**src/rtl/wb_pkg.sv**
```systemverilog
// Shared definitions for the Wishbone traffic generator: CTI codes,
// controller state encoding and the error-counter width.
package wb_pkg;

    localparam logic [2:0] CTI_CLASSIC = 3'b000;
    localparam logic [2:0] CTI_INCR    = 3'b010;
    localparam logic [2:0] CTI_EOB     = 3'b111;

    localparam int unsigned ERR_CNT_W = 16;

    typedef enum logic [2:0] {
        S_IDLE   = 3'd0,
        S_WR_REQ = 3'd1,
        S_WR_GAP = 3'd2,
        S_RD_REQ = 3'd3,
        S_RD_GAP = 3'd4,
        S_DONE   = 3'd5
    } wb_state_e;

endpackage

```
**src/rtl/wb_resp_timer.sv**
```systemverilog
// Per-beat response watchdog.
//   clk, rst_n       : clock, synchronous active-low reset
//   active_i         : a beat is outstanding (STB high)
//   stall_i          : slave stall, freezes the no-response counter
//   resp_i           : any of ACK/ERR/RTY seen this cycle
//   rty_i            : RTY is the winning response this cycle
//   beat_end_i       : current beat finished or was abandoned
//   timeout          : strobe, TIMEOUT-th silent non-stalled cycle
//   retry_exhausted  : strobe, RTY seen after MAX_RETRY reissues
module wb_resp_timer
    import wb_pkg::*;
#(
    parameter int unsigned TIMEOUT   = 255,
    parameter int unsigned MAX_RETRY = 3
) (
    input  logic clk,
    input  logic rst_n,
    input  logic active_i,
    input  logic stall_i,
    input  logic resp_i,
    input  logic rty_i,
    input  logic beat_end_i,
    output logic timeout,
    output logic retry_exhausted
);

    localparam int unsigned TMO_W = $clog2(TIMEOUT + 1);
    localparam int unsigned RTY_W = (MAX_RETRY > 0) ? $clog2(MAX_RETRY + 1) : 1;

    logic [TMO_W-1:0] tmo_q, tmo_d;
    logic [RTY_W-1:0] rty_q, rty_d;

    assign timeout         = active_i && !resp_i && !stall_i && (tmo_q == TMO_W'(TIMEOUT - 1));
    assign retry_exhausted = rty_i && (rty_q == RTY_W'(MAX_RETRY));

    // Silent-cycle counter restarts on any response or when no beat is out
    always_comb begin
        tmo_d = tmo_q;
        rty_d = rty_q;
        if (!active_i || resp_i) begin
            tmo_d = '0;
        end else if (!stall_i) begin
            tmo_d = tmo_q + TMO_W'(1);
        end
        if (beat_end_i) begin
            rty_d = '0;
        end else if (rty_i) begin
            rty_d = rty_q + RTY_W'(1);
        end
    end

    always_ff @(posedge clk) begin
        if (!rst_n) begin
            tmo_q <= '0;
            rty_q <= '0;
        end else begin
            tmo_q <= tmo_d;
            rty_q <= rty_d;
        end
    end

endmodule

```
**src/rtl/wb_traffic_gen.sv**
```systemverilog
// Wishbone B4 traffic-generating master: writes NUM_WORDS pattern words from
// BASE_ADDR, reads them back and counts mismatches and bus errors.
//   WB_CLK_I, WB_RST_I      : clock, synchronous active-low reset
//   start_i, mode_i         : run trigger; 0 = classic single beats, 1 = bursts
//   busy_o, done_o, pass_o  : run status; done_o pulses one cycle at the end
//   err_count_o             : saturating error count of the last run
//   WB_*                    : Wishbone master port
module wb_traffic_gen
    import wb_pkg::*;
#(
    parameter int unsigned       ADDR_W    = 32,
    parameter int unsigned       DATA_W    = 32,
    parameter logic [ADDR_W-1:0] BASE_ADDR = '0,
    parameter int unsigned       NUM_WORDS = 16,
    parameter int unsigned       BURST_LEN = 4,
    parameter int unsigned       MAX_RETRY = 3,
    parameter int unsigned       TIMEOUT   = 255,
    parameter logic [DATA_W-1:0] SEED      = DATA_W'(32'hA5A5_0000)
) (
    input  logic                 WB_CLK_I,
    input  logic                 WB_RST_I,
    input  logic                 start_i,
    input  logic                 mode_i,
    output logic                 busy_o,
    output logic                 done_o,
    output logic                 pass_o,
    output logic [15:0]          err_count_o,
    output logic [ADDR_W-1:0]    WB_ADR_O,
    output logic [DATA_W-1:0]    WB_DAT_O,
    input  logic [DATA_W-1:0]    WB_DAT_I,
    output logic                 WB_WE_O,
    output logic                 WB_STB_O,
    output logic                 WB_CYC_O,
    output logic [2:0]           WB_CTI_O,
    input  logic                 WB_ACK_I,
    input  logic                 WB_ERR_I,
    input  logic                 WB_RTY_I,
    input  logic                 WB_STALL_I
);

    localparam int unsigned BYTES  = DATA_W / 8;
    localparam int unsigned IDX_W  = $clog2(NUM_WORDS + 1);
    localparam int unsigned BCNT_W = (BURST_LEN > 1) ? $clog2(BURST_LEN) : 1;

    wb_state_e              state_q, state_d;
    logic [IDX_W-1:0]       idx_q, idx_d, beat_idx, next_idx;
    logic [BCNT_W-1:0]      bcnt_q, bcnt_d, beat_bcnt;
    logic                   mode_q, mode_d;
    logic [ERR_CNT_W-1:0]   err_q, err_d;
    logic                   cyc_q, cyc_d, stb_q, stb_d, we_q, we_d;
    logic [ADDR_W-1:0]      adr_q, adr_d;
    logic [DATA_W-1:0]      dat_q, dat_d;
    logic [2:0]             cti_q, cti_d;
    logic                   busy_q, busy_d, done_q, done_d, pass_q, pass_d;
    logic                   issue;

    logic req, rd, hit_ack, hit_err, hit_rty, timeout, retry_exhausted;
    logic beat_end, err_bump, last_word, last_in_burst;

    function automatic logic [ADDR_W-1:0] word_adr(input logic [IDX_W-1:0] i);
        return BASE_ADDR + ADDR_W'(i) * ADDR_W'(BYTES);
    endfunction

    function automatic logic [DATA_W-1:0] word_dat(input logic [IDX_W-1:0] i);
        return SEED + DATA_W'(i);
    endfunction

    function automatic logic [2:0] beat_cti(input logic burst, input logic [IDX_W-1:0] i,
                                            input logic [BCNT_W-1:0] b);
        if (!burst) return CTI_CLASSIC;
        if (b == BCNT_W'(BURST_LEN - 1) || i == IDX_W'(NUM_WORDS - 1)) return CTI_EOB;
        return CTI_INCR;
    endfunction

    // Response decode, ERR > RTY > ACK, only while a beat is on the bus
    assign req     = (state_q == S_WR_REQ) || (state_q == S_RD_REQ);
    assign rd      = (state_q == S_RD_REQ);
    assign hit_err = req && WB_ERR_I;
    assign hit_rty = req && !WB_ERR_I && WB_RTY_I;
    assign hit_ack = req && !WB_ERR_I && !WB_RTY_I && WB_ACK_I;

    assign next_idx      = idx_q + IDX_W'(1);
    assign last_word     = (idx_q == IDX_W'(NUM_WORDS - 1));
    assign last_in_burst = !mode_q || (bcnt_q == BCNT_W'(BURST_LEN - 1)) || last_word;
    assign beat_end      = hit_err || hit_ack || timeout || retry_exhausted;
    assign err_bump      = hit_err || timeout || retry_exhausted ||
                           (hit_ack && rd && (WB_DAT_I != word_dat(idx_q)));

    wb_resp_timer #(
        .TIMEOUT   (TIMEOUT),
        .MAX_RETRY (MAX_RETRY)
    ) u_timer (
        .clk             (WB_CLK_I),
        .rst_n           (WB_RST_I),
        .active_i        (req),
        .stall_i         (WB_STALL_I),
        .resp_i          (WB_ACK_I || WB_ERR_I || WB_RTY_I),
        .rty_i           (hit_rty),
        .beat_end_i      (beat_end),
        .timeout         (timeout),
        .retry_exhausted (retry_exhausted)
    );

    // Controller next state and registered bus outputs
    always_comb begin
        state_d   = state_q;
        idx_d     = idx_q;
        bcnt_d    = bcnt_q;
        mode_d    = mode_q;
        err_d     = err_q;
        cyc_d     = cyc_q;
        stb_d     = stb_q;
        we_d      = we_q;
        adr_d     = adr_q;
        dat_d     = dat_q;
        cti_d     = cti_q;
        busy_d    = busy_q;
        done_d    = 1'b0;
        pass_d    = pass_q;
        beat_idx  = idx_q;
        beat_bcnt = bcnt_q;
        issue     = 1'b0;

        if (err_bump && (err_q != '1)) begin
            err_d = err_q + ERR_CNT_W'(1);
        end

        case (state_q)
            S_IDLE: begin
                if (start_i) begin
                    state_d   = S_WR_REQ;
                    mode_d    = mode_i;
                    err_d     = '0;
                    pass_d    = 1'b0;
                    busy_d    = 1'b1;
                    we_d      = 1'b1;
                    beat_idx  = '0;
                    beat_bcnt = '0;
                    issue     = 1'b1;
                end
            end
            S_WR_REQ, S_RD_REQ: begin
                if (hit_ack && !last_in_burst) begin
                    // Back-to-back burst beat: next word goes out with STB held
                    beat_idx  = next_idx;
                    beat_bcnt = bcnt_q + BCNT_W'(1);
                    issue     = 1'b1;
                end else if (beat_end) begin
                    idx_d  = next_idx;
                    bcnt_d = '0;
                    cyc_d  = 1'b0;
                    stb_d  = 1'b0;
                    if (!rd) begin
                        state_d = S_WR_GAP;
                    end else if (last_word) begin
                        state_d = S_DONE;
                        done_d  = 1'b1;
                        pass_d  = (err_d == '0);
                    end else begin
                        state_d = S_RD_GAP;
                    end
                end else if (hit_rty) begin
                    // Same beat is reissued after the gap
                    cyc_d   = 1'b0;
                    stb_d   = 1'b0;
                    state_d = rd ? S_RD_GAP : S_WR_GAP;
                end
            end
            S_WR_GAP: begin
                if (idx_q == IDX_W'(NUM_WORDS)) begin
                    state_d   = S_RD_REQ;
                    we_d      = 1'b0;
                    beat_idx  = '0;
                    beat_bcnt = '0;
                end else begin
                    state_d = S_WR_REQ;
                end
                issue = 1'b1;
            end
            S_RD_GAP: begin
                state_d = S_RD_REQ;
                issue   = 1'b1;
            end
            S_DONE: begin
                state_d = S_IDLE;
                busy_d  = 1'b0;
            end
            default: state_d = S_IDLE;
        endcase

        // Launch a beat: latch its position and put the word on the bus
        if (issue) begin
            idx_d  = beat_idx;
            bcnt_d = beat_bcnt;
            cyc_d  = 1'b1;
            stb_d  = 1'b1;
            adr_d  = word_adr(beat_idx);
            dat_d  = word_dat(beat_idx);
            cti_d  = beat_cti(mode_d, beat_idx, beat_bcnt);
        end
    end

    always_ff @(posedge WB_CLK_I) begin
        if (!WB_RST_I) begin
            state_q <= S_IDLE;
            idx_q   <= '0;
            bcnt_q  <= '0;
            mode_q  <= 1'b0;
            err_q   <= '0;
            cyc_q   <= 1'b0;
            stb_q   <= 1'b0;
            we_q    <= 1'b0;
            adr_q   <= '0;
            dat_q   <= '0;
            cti_q   <= '0;
            busy_q  <= 1'b0;
            done_q  <= 1'b0;
            pass_q  <= 1'b0;
        end else begin
            state_q <= state_d;
            idx_q   <= idx_d;
            bcnt_q  <= bcnt_d;
            mode_q  <= mode_d;
            err_q   <= err_d;
            cyc_q   <= cyc_d;
            stb_q   <= stb_d;
            we_q    <= we_d;
            adr_q   <= adr_d;
            dat_q   <= dat_d;
            cti_q   <= cti_d;
            busy_q  <= busy_d;
            done_q  <= done_d;
            pass_q  <= pass_d;
        end
    end

    assign busy_o      = busy_q;
    assign done_o      = done_q;
    assign pass_o      = pass_q;
    assign err_count_o = err_q;
    assign WB_ADR_O    = adr_q;
    assign WB_DAT_O    = dat_q;
    assign WB_WE_O     = we_q;
    assign WB_STB_O    = stb_q;
    assign WB_CYC_O    = cyc_q;
    assign WB_CTI_O    = cti_q;

endmodule

```
**config.mk**
```make
export PLATFORM = sky130hd
export DESIGN_NAME = wb_traffic_gen
export DESIGN_NICKNAME = d
export VERILOG_FILES = /design/src/rtl/wb_pkg.sv /design/src/rtl/wb_resp_timer.sv /design/src/rtl/wb_traffic_gen.sv
export SDC_FILE = /design/constraint.sdc
export NUM_CORES = 1
export LEC_CHECK = 0
export BUFFER_PORTS_ARGS = -buffer_cell sky130_fd_sc_hd__buf_2
export CORE_MARGIN = 1.5
export CORE_UTILIZATION = 45
export CTS_CLUSTER_DIAMETER = 150
export CTS_CLUSTER_SIZE = 14
export DETAILED_ROUTE_END_ITERATION = 8
export GPL_TIMING_DRIVEN = 0
export PLACE_DENSITY = 0.82
export SLEW_MARGIN = 5
export SYNTH_ARGS = -nofsm -noshare
export SYNTH_HDL_FRONTEND = slang
export SYNTH_HIERARCHICAL = 1
export SYNTH_SLANG_ARGS = --single-unit
```
**constraint.sdc**
```tcl
create_clock -name WB_CLK_I -period 2.6 [get_ports WB_CLK_I]
set_clock_uncertainty 0.05 [all_clocks]
set_input_delay 0 -clock WB_CLK_I [delete_from_list [all_inputs] [get_ports WB_CLK_I]]
set_output_delay 0 -clock WB_CLK_I [all_outputs]
set_load 0.01 [all_outputs]
```
==> results of run 1 <==
area by class of cell:
type                            count  area share, %
Sequential cell                    50          22.85
Tap cell                           99          2.807
Multi-Input combinational cell    341          47.89
Inverter                            6         0.5103
Clock buffer                        8          2.495
Buffer                             78          12.11
Timing Repair Buffer               93          11.34
where the power goes:
group	internal (uW)	switching, uW	total (uW)
sequential	807	36.4	843
combinational	269	282	551
clock	269	250	519
total	1350	568	1910
what timing repair did:
item                                    4_1_cts  5_1_grt
endpoints found under the hold margin         5        0
pin swaps                                     3        4
setup buffers                                 6        2
resized for setup                            12       13
endpoints found under the setup margin       27       18
hold buffers                                  3        0
metrics by stage:
step	util [%]	setup slack, ns
4_1_cts	59.29	-0.06135
3_3_place_gp	56.37	-0.3387
2_1_floorplan	-	0.01123
6_report	60.20	-0.08958
5_1_grt	60.20	-0.2461
3_5_place_dp	56.37	-0.4138
cell usage after synthesis (all sizes together) (2+ instances only):
cell and number:
o211ai 4, nand4 8, nor2 50, nor4bb 3, nand2 30, nor2b 7, nor3 11, a21oi 15
or2 2, a31oi 8, nand2b 8, a21boi 4, buf 63, xnor2 22, nand3b 3, a22o 2
or3 7, mux2i 4, ha 8, clkbuf 17, inv 6, nor4 7, a21o 3, nand4b 3
o21a 2, xor2 11, o21ai 19, nor3b 4, dfxtp 50, and2 7, or4 3, and3 11
nor4b 4, nand3 12
tightest hold or removal path, delay by kind of cell:
family	cells	cell delay, ns
buffers and inverters	1	0.08
multiplexers	1	0.15
AND/OR/NAND/NOR	1	0.17
flip-flops by register name, indices dropped and copies added (netlist names), 2 cells and up:
register       flops
bcnt_q             2
idx_q              5
WB_DAT_O           2
WB_ADR_O           4
err_count_o       16
u_timer/tmo_q      8
u_timer/rty_q      2
state_q            3
WB_CTI_O           2
metal layers:
layer	part of all wire, %	GRT usage, %
met1	41	21.55
met2	50	35.42
met3	7.5	5.051
met4	2.2	7.143
met5	0	0
cells by family after synthesis:
family,after synthesis
compound gates,67
xor+xnor,33
other cells,1
buf+inv,86
mux,5
fa+ha+maj,8
flops,50
simple gates,182
worst min-delay path by stage:
stage	start	end	slack [ns]
floorplan	start_i	state_q[0]	0.09
global placement	start_i	state_q[0]	0.28
detailed placement	start_i	state_q[0]	0.29
CTS	mode_i	mode_q	0.06
global route	mode_i	mode_q	0.09
finish	mode_i	mode_q	0.08
==> impl_metrics.env, run 1 <==
export IMPL_rows=31
export IMPL_endpoint="pass_o"
export IMPL_violations="setup timing"
export IMPL_path_buf_inv=0
export IMPL_synth_compound_area_share_pct=12.29
export IMPL_synth_top_cell_area_share_pct=29.19
export IMPL_ios=129
export IMPL_path_class="register to register"
export IMPL_fin_crit_sh_pct=103.4
export IMPL_multi_input_area_mm2=0.002113
export IMPL_synth_area_leader_cell="dfxtp_1"
export IMPL_nNetsFinal=623
export IMPL_overflow=0
export IMPL_hold_class="input pin to register"
export IMPL_cp_slowest_cell="dfxtp_2"
export IMPL_r2r_end="pass_o"
export IMPL_vias_per_cell=4.981
export IMPL_area_delta_synth_final_pct=28.68
export IMPL_first_pass_iters=5
export IMPL_rr_startpoint="state_q[2]"
export IMPL_drive_gt1_share_pct=32.12
export IMPL_ys_seq_area_share_pct=29.19
export IMPL_rsz0062_at_grt="yes"
export IMPL_synth_mux_area_share_pct=1.496
export IMPL_max_clock_freq_ghz=0.3718
export IMPL_gp_congestion=0.9251
export IMPL_status="finished with violations"
export IMPL_setup_tns_ns=-0.08958
export IMPL_initial_utilization_pct=46.78
export IMPL_final_common_cell="buf_2"
export IMPL_cts_root_buf="clkbuf_8"
export IMPL_crit_fanout=8
export IMPL_whs_ns=0.08436
export IMPL_p_total_uw=1913
export IMPL_yosysUniqueCellTypes=54
export IMPL_die_h_um=90.30
export IMPL_yosys_area_share_simple_pct=29.15
export IMPL_r2r_cells=9
export IMPL_synth_area_mm2=0.003430
export IMPL_diodes=0
export IMPL_ir_drop_mv=0.2168
export IMPL_cts_sinks=50
export IMPL_cp_required_ns=2.76
export IMPL_ys_async_sr_fraction_pct=0
export IMPL_clock_latency_ns=0.30
export IMPL_dp_cells=658
export IMPL_worst_pin_slew_ns=0.7706
export IMPL_grt_max_degree=15
export IMPL_hold_viol=0
export IMPL_grt_pass1_vias=3002
export IMPL_die_x_um=90.30
export IMPL_die_area_mm2=0.008154
export IMPL_core_area_mm2=0.007331
export IMPL_startpoint="state_q[2]"
export IMPL_cpPeakStageDelay_ns=0.43
export IMPL_antenna_found_initial=0
export IMPL_arrival_ns=2.85
export IMPL_relSlewSlack_pct=48.51
export IMPL_placed_cell_area_mm2=0.004133
export IMPL_io_buffers=82
export IMPL_hpwl_um=6195
export IMPL_total_leakage_power_uw=0.002051
export IMPL_fin_crit_ns=2.690
export IMPL_drtIter0Drc=253
export IMPL_synth_edff_count=0
export IMPL_ys_top_cells_by_area="dfxtp_1 (29%), buf_4 (14%), xnor2_1 (5.6%)"
export IMPL_cts_path_max_buffers=2
export IMPL_hold_depth=3
export IMPL_synth_seq_cells=50
export IMPL_wl_per_cell_um=12.20
export IMPL_cp_top_family="simple AND/OR/NAND/NOR gates"
export IMPL_cts_made_buffers=5
export IMPL_ys_flop_type="dfxtp_1"
export IMPL_grtUsageTotal_pct=19.43
export IMPL_path_cells="nand3b_1 -> nor2_1 -> and2_1 -> a211o_1 -> nor4_4 -> nor2_2 -> or4_1 -> and3_1 -> o31ai_1"
export IMPL_cp_start_kind="register"
export IMPL_cts_clk_slew_worst_paths_ns=0.09
export IMPL_yosysWarnings=6
export IMPL_wl_um=8233
export IMPL_setup_viol=1
export IMPL_powerDensity_mw_per_mm2=433.5
export IMPL_dr_total_vias=3362
export IMPL_rrSetupSlack_ns=-0.09
export IMPL_critPathCaptureType="register"
export IMPL_synth_area_per_cell_um2=7.939
export IMPL_drc=0
export IMPL_seq_area_mm2=0.001008
export IMPL_grt_pass1_wl_um=13280
export IMPL_antenna_left=0
export IMPL_finalWorstSetupSlack_ns=-0.08958
export IMPL_drv_cap=0
export IMPL_cts_htree_levels=2
export IMPL_synthAdderAreaFrac_pct=2.919
export IMPL_synth_top_family_by_area="simple AND/OR/NAND/NOR gates"
export IMPL_cts_tree="built"
export IMPL_fin_area_mm2=0.004413
export IMPL_syn_inst=432
export IMPL_fillers=663
export IMPL_yosys_area_share_xor_xnor_pct=8.428
export IMPL_final_cells=675
export IMPL_cp_num_cells=9
export IMPL_mostFrequentLayoutCells="buf_2 (82), buf_4 (70), nor2_1 (48), dfxtp_1 (46), conb_1 (46)"
export IMPL_slew_violations=0
Power figures use the tool's default switching activity.
==> inputs of run 2 (changes only) <==
CORE_ASPECT_RATIO = 2   (was default)
CORE_UTILIZATION = 46   (was 45)
CTS_BUF_LIST = sky130_fd_sc_hd__clkbuf_4   (was default)
PLACE_DENSITY = 0.75   (was 0.82)
==> impl_metrics.env, run 2 (synthesized netlist as in run 1, its figures left out) <==
export IMPL_hold_depth=4
export IMPL_rows=44
export IMPL_io_buffers=82
export IMPL_drc=0
export IMPL_fillers=703
export IMPL_dr_total_vias=3368
export IMPL_total_leakage_power_uw=0.002041
export IMPL_drv_cap=0
export IMPL_wl_um=8809
export IMPL_drtIter0Drc=61
export IMPL_cp_required_ns=2.86
export IMPL_fin_crit_sh_pct=99.43
export IMPL_diodes=0
export IMPL_r2r_end="pass_o"
export IMPL_cp_start_kind="register"
export IMPL_nNetsFinal=626
export IMPL_worst_pin_slew_ns=0.6960
export IMPL_grt_pass1_wl_um=13750
export IMPL_p_total_uw=1769
export IMPL_mostFrequentLayoutCells="buf_2 (82), buf_4 (70), conb_1 (46), nor2_1 (45), dfxtp_1 (42)"
export IMPL_antenna_left=0
export IMPL_ir_drop_mv=0.2820
export IMPL_relSlewSlack_pct=53.24
export IMPL_vias_per_cell=5.019
export IMPL_ios=129
export IMPL_clock_latency_ns=0.39
export IMPL_whs_ns=0.01304
export IMPL_final_common_cell="buf_2"
export IMPL_fin_crit_ns=2.585
export IMPL_crit_fanout=4
export IMPL_rrSetupSlack_ns=0.01
export IMPL_path_class="register to register"
export IMPL_r2r_cells=12
export IMPL_cts_made_buffers=5
export IMPL_grt_max_degree=15
export IMPL_utilization_pct=61.02
export IMPL_grtUsageTotal_pct=21.39
export IMPL_min_to="u_timer/rty_q[1]"
export IMPL_hold_viol=0
export IMPL_cts_clk_slew_worst_paths_ns=0.14
export IMPL_hold_class="input pin to register"
export IMPL_drive_gt1_share_pct=33.68
export IMPL_overflow=0
export IMPL_cts_sinks=50
export IMPL_cts_htree_levels=2
export IMPL_largest_reg_flops=16
export IMPL_core_area_mm2=0.007212
export IMPL_area_delta_synth_final_pct=28.31
export IMPL_cts_root_buf="clkbuf_4"
export IMPL_die_area_mm2=0.008014
export IMPL_rr_startpoint="state_q[0]"
export IMPL_gp_congestion=0.9176
export IMPL_multi_input_area_mm2=0.002127
export IMPL_seq_area_mm2=0.001016
export IMPL_initial_utilization_pct=47.55
export IMPL_arrival_ns=2.84
export IMPL_antenna_found_initial=0
export IMPL_hpwl_um=6768
export IMPL_status="completed"
export IMPL_fin_area_mm2=0.004400
export IMPL_first_pass_iters=4
export IMPL_setup_viol=0
export IMPL_critPathCaptureType="register"
export IMPL_wl_per_cell_um=13.13
export IMPL_slew_violations=0
export IMPL_cts_tree="built"
export IMPL_placed_cell_area_mm2=0.004124
export IMPL_cts_path_max_buffers=2
export IMPL_die_h_um=125.1
export IMPL_grt_pass1_vias=3106
export IMPL_min_from="WB_ERR_I"
export IMPL_powerDensity_mw_per_mm2=402.0
export IMPL_die_x_um=64.06
export IMPL_rsz0062_at_grt="yes"
export IMPL_max_clock_freq_ghz=0.3868
run 2: changes by cell type in the layout (fill, tap and decap cells not counted), moves of 3 or more:
| cell | delta |
|---|---|
| clkbuf_8 | -8 |
| dfxtp_2 | +3 |
| nor2_1 | -3 |
| clkbuf_4 | +6 |
| dfxtp_1 | -4 |
run 2: layout make-up:
class                      count  share of cell area [%]
multi-input combinational    341                   48.34
buffer                        78                   12.14
tap                           92                   2.616
clock buffer                   6                   1.024
clock inverter                 2                  0.1990
inverter                       6                  0.5118
timing repair buffer          96                   12.08
sequential                    50                   23.09
run 2: critical path: stages (launching register included):
cell and delay [ns]:
dfxtp_4 0.37, nor2b_2 0.14, buf_4 0.12, nand4bb_1 0.11
nor3_2 0.18, a211o_1 0.21, nor4_4 0.05, buf_6 0.14
buf_4 0.14, or4_4 0.43, mux2i_1 0.17, o2111ai_1 0.14
o31ai_1 0.25
run 2: per-stage QoR:
step	setup slack, ns	setup TNS (ns)	instances
6_report	0.01493	0	671
4_1_cts	-0.008442	-0.008442	670
5_1_grt	-0.1457	-0.2914	671
3_3_place_gp	-0.4853	-7.565	651
2_1_floorplan	0.01123	0	477
3_5_place_dp	-0.4682	-7.565	651
run 2: worst max path at each step:
stage	from	to	slack (ns)	cells after the start
floorplan	state_q[0]	pass_o	0.01	10
global placement	idx_q[0]	idx_q[4]	-0.49	10
detailed placement	idx_q[0]	idx_q[4]	-0.47	10
CTS	state_q[0]	pass_o	-0.008	12
global route	state_q[0]	pass_o	-0.15	12
finish	state_q[0]	pass_o	0.01	12
run 2: repair_timing:
action	in CTS	in global routing
pin swaps	5	3
hold buffers	5	0
endpoints found under the setup margin	29	14
setup buffers	8	1
hold endpoints to repair	8	0
gates resized for setup	21	16
run 2: where the power goes:
group / internal [uW] / total [uW] / switching [uW]
sequential: 808 / 845 / 37.7
combinational: 269 / 553 / 284
clock: 113 / 370 / 258
total: 1190 / 1770 / 579
run 2: layer usage:
layer  up-vias  global-route usage, %  part of all wire (%)
met2       129                  42.28                    55
met5         -                      0                     0
li1       1683                      -                     -
met1      1534                  19.28                    35
met3        22                  3.777                   6.1
met4         0                  11.76                   3.5
